### config.mk
export PLATFORM = sky130hd
export DESIGN_NAME = hold_timer
export DESIGN_NICKNAME = d
export VERILOG_FILES = /design/src/rtl/and4_sweep_checker_hold_timer.sv
export SDC_FILE = /design/constraint.sdc
export NUM_CORES = 1
export LEC_CHECK = 0
export BUFFER_PORTS_ARGS = -buffer_cell sky130_fd_sc_hd__clkbuf_2
export CAP_MARGIN = 0
export CORE_AREA = 2 2 39 41
export CTS_CLUSTER_SIZE = 14
export DETAILED_ROUTE_END_ITERATION = 7
export DIE_AREA = 0 0 41 43
export MAX_ROUTING_LAYER = met4
export PLACE_DENSITY = 0.32
export SYNTH_ARGS = -nofsm -noshare
export SYNTH_HDL_FRONTEND = slang
export SYNTH_SLANG_ARGS = --single-unit
export TNS_END_PERCENT = 30
### constraint.sdc
create_clock -name clk -period 1.4 [get_ports clk]
set_input_delay 0.21 -clock clk [delete_from_list [all_inputs] [get_ports clk]]
set_output_delay 0.21 -clock clk [all_outputs]
set_load 0.03 [all_outputs]
### src/rtl/and4_sweep_checker_hold_timer.sv
// hold_timer: counts 0..HOLD_CYCLES-1 while enabled, flags the last count and wraps
module hold_timer #(
  parameter int HOLD_CYCLES = 10,
  parameter int CNT_W = $clog2(HOLD_CYCLES + 1)
) (
  input  logic clk,
  input  logic rst_n,
  input  logic clr,
  input  logic en,
  output logic last
);
  logic [CNT_W-1:0] count;
  assign last = count == CNT_W'(HOLD_CYCLES - 1);
  always_ff @(posedge clk or negedge rst_n)
    if (!rst_n) count <= '0;
    else if (clr) count <= '0;
    else if (en) count <= last ? '0 : count + 1'b1;
endmodule

; ---- After elaboration in Yosys (flattened, before gate mapping)
; Index checks and enable logic that the tools add are counted.
[classes]
n_reduce_logical = 1
eq_ne = 1
muxes = 3
add_sub_neg = 1
[op_table]
columns = op, n
row1 = 2-to-1 mux 4 bit, 3
row2 = "adder 4 x 1 -> 4 bit, second input constant", 1
row3 = "== test 4 bit, second input constant", 1
row4 = nonzero test 2 bit, 1
[totals]
in_bits = 4
out_inout_bits = 1
regBits = 4

; ---- Depth between registers and ports, before layout
[logic_depth]
depth_word = 4
mapped_depth = 5
mapped_depth_nobuf = 5

; ---- Worst setup path before layout
; OpenSTA, ideal clock, no wires.
[synth_path]
path_type = reg2reg
from = register count[0]
to = register count[2]
stages_incl_launch_ff = 5
path_buffers = 0
setup_ns = 0.087
t_arrival_ns = 1.049
period_less_slack_ns = 1.135
slack_ns = 0.265
cell_sequence = dfrtp_1 ha_1 nand3b_1 inv_1 nor3_1
[synth_between]
elab_chain_cells = 4
elab_cells_between_ends = 5
cone_classes = add/sub (1) / eq/ne (1) / mux (3)
[synth_rtl]
columns = item, line_no
row1 = "start, declared", 12  ; logic [CNT_W-1:0] count;
row2 = "start signal, assigned", 17  ; else if (en) count <= last ? '0 : count + 1'b1;
row3 = == test 4 bit, 13  ; assign last = count == CNT_W'(HOLD_CYCLES - 1);
row4 = named net last, 10  ; output logic last
row5 = 2-to-1 mux 4 bit (2 in a row), 17
row6 = 2-to-1 mux 4 bit, 16  ; else if (clr) count <= '0;
; The timed path passes the listed nets, and every way through them passes these cells. The select of a mux whose other input is x is not followed.
; A chain may end at the register's enable or synchronous reset.

; ---- Worst setup path in the final report
[layout_path]
from = register count[1]
to = output port last
[layout_between]
elab_chain_cells = 1
[layout_rtl]
columns = item, line_no
row1 = == test 4 bit, 13
row2 = "end, declared", 10
; No other way between the ends.

==> summary.md <==
| Metric | Value |
|---|---|
| Status | complete, no violations |
| Power Dens Cells | 839.7 nW/um2 |
| CP Max Fanout | 2 |
| Flop pwr share | 41.4% |
| Synth Warn # | 0 |
| CP delay by family, top | flip-flops |
| Largest Register | count |
| Critical path startpoint category | flop |
| Worst-path clk slew | 30 ps |
| Avg Cell Area, Syn | 9.645 um2 |
| Max Fclk | 0.7358 GHz |
| Io pins | 5 |
| Largest net degree at the start of global routing | 8 |
| Yosys reg bits | 4 |
| Post-synthesis sequential area ratio | 43.24% |
| Fin area | 354.1 um2 |
| Total power | 0.2973 mW |
| WP buf/inv | 3 |
| WHS Endpoint | count[1] |
| Cell leakage power | 0.1684 nW |
| CP Cell Sequence | inv_1 > ha_2 > nand3b_1 > inv_2 > buf_8 |
| Die width | 41 um |
| CTS sink cnt | 4 |
| Most frequent cells in the layout | buf_4, dfrtp_1 |
| Core Region | 1384 um2 |
| Req. time, crit path | 1190 ps |
| Worst-Margin Slew | 148.0 ps |
| CTS tree | built |
| Sw Pwr | 0.06076 mW |
| Hold slack | 193.7 ps |
| Area Overhead vs Synth | 52.97% |
| Die height | 43 um |
| TritonRoute pass-1 iters | 1 |
| Hold Crit Depth | 2 |
| Vias/cell | 4.264 |
| Slew Limit Fails | 0 |
| Worst R2R Start | count[1] |
| Largest regs | count: 4 flops |
| R2r endpoint | count[2] |
| Final setup vio count | 0 |
| Initial Util | 16.73% |
| Most common cell after layout, fill and taps aside | buf_4 |
| Avg WL per Cell | 10.26 um |
| DIE AREA | 1763 um2 |
| Max FFs per register | 4 |
| Placement row count | 14 |
| Port bufs | 4 |
| Syn Nets | 30 |
| Reg2Reg Depth | 6 |
| ANT cells | 0 |
| Hold WC Path Type | primary input to flop |
| Area contributors post-synth | dfrtp_1, ha_1, nand3b_1 |
| Clock Path Buffers | 2 |
| GRT Util Overall | 7.637% |
| Mapped Cells | 24 |
| Initial antenna violation count | 0 |
| Crit path DAT | 1150 ps |
| Final min period | 1359 ps |
| Routed Wire Length | 544 um |
| Slowest stage delay, CP | 370 ps |
| Routability cong. | 0.6433 |
| Worst Setup End Kind | primary output |
| Drt initial violations | 0 |
| NumNets Final | 45 |
| Reg2reg setup slack | 170 ps |
| Setup CP Type | flop to primary output |
| First-pass GRT wire length | 903 um |
| Share of post-route cells with drive strength above 1 | 37.84% |
| Vias in the first global route | 236 |
| Post-synthesis cell type count | 13 |
| Total number of vias | 226 |
| Hold wc startpoint | clr |
| Post-Route Skew | 0.4089 ps |
| Largest area contributor in the netlist | dfrtp_1 |
| Fin crit share | 97.08% |
| CP max-delay cell | dfrtp_1 |
| Combinational Power Share | 13.4% |
| Clock root buffer | clkbuf_4 |
| Grt ovf | 0 |
| Clock latency reported for the late side of the worst-skew pair | 230 ps |
| Max-cap viol count | 0 |
| Synthesized area | 231.5 um2 |
| Inserted Clock Buffers | 3 |
| Clock power frac | 45.2% |
| Residual DRC | 0 |
| Max VDD drop | 0.3275 mV |
| Sw frac | 20.44% |
| RSZ-0062 raised after global routing | yes |
| Post-DP Area | 279.0 um2 |
| Number of H-tree levels | 1 |
| Internal Power | 0.2366 mW |
| Final hold viol count | 0 |
| Slew HR | 90.05% |
| Antenna viol nets, final | 0 |
| Post-synth top area share | 43.24% |
## power groups by stage
stage	clock, mW	combinational, mW	sequential (mW)
finish	0.134	0.0399	0.123
detailed placement	0	0.0303	0.126
global route	0.153	0.0447	0.123
floorplan	0	0.0124	0.126
CTS	0.143	0.0368	0.123
global placement	0	0.0283	0.126
## logic make-up (layout without fill, tap and decap cells)
group | after synthesis | after routing | share of synthesized area [%]
simple gates | 9 | 9 | 24.86
compound gates | 6 | 6 | 14.05
flops | 4 | 4 | 43.24
fa+ha+maj | 2 | 2 | 10.81
buf+inv | 2 | 15 | 3.244
xor+xnor | 1 | 1 | 3.784
## worst max path at each step
stage / from / end / slack (ps) / cells after the start
finish: count[1] / last / 40 / 5
CTS: count[1] / last / 10 / 5
detailed placement: count[1] / last / 110 / 5
floorplan: count[0] / count[2] / 260 / 4
global route: count[1] / last / -30 / 5
global placement: count[1] / last / 110 / 5
## repair_timing
item / CTS / global route
gates resized for setup: 2 / 3
pin swaps: 1 / 0
setup endpoints to repair: 1 / 1
buffers inserted: 3 / 1
endpoints found under the hold margin: 4 / 0
hold buffers: 1 / 0
## synth_stat cells
library cell and n:
o21ai_0 1, and4b_1 1, nand2b_1 2, o21ai_1 1, inv_1 2, dfrtp_1 4
nor3_1 1, nand3b_1 3, ha_1 2, nand2_1 2, xor2_1 1, a21boi_0 1
a21oi_1 3
## metrics by stage
stage	util, %	setup slack [ps]	TNS, ps	std cells
floorplan	-	264.5	0	24
global placement	20.16	108.4	0	45
detailed placement	20.16	110.9	0	45
CTS	24.77	12.34	0	52
global route	25.59	-30.29	-30.29	53
finish	25.59	40.89	0	53
## per-layer routing
layer / share of wire (%) / global-route usage [%] / up-vias
met1: 35 / 8.442 / 112
li1: - / - / 109
met5: 0 / - / -
met4: 0 / 6.000 / 0
met2: 57 / 11.88 / 5
met3: 7.5 / 0.5236 / 0
## layout make-up
class	instances	area, um2
inverters	2	7.507
multi-input cells	18	126.4
fillers	146	1030
well taps	16	20.02
clock buffers	3	22.52
repair buffers	10	77.57
flip-flops and latches	4	100.1
Power figures use the tool's default switching activity.
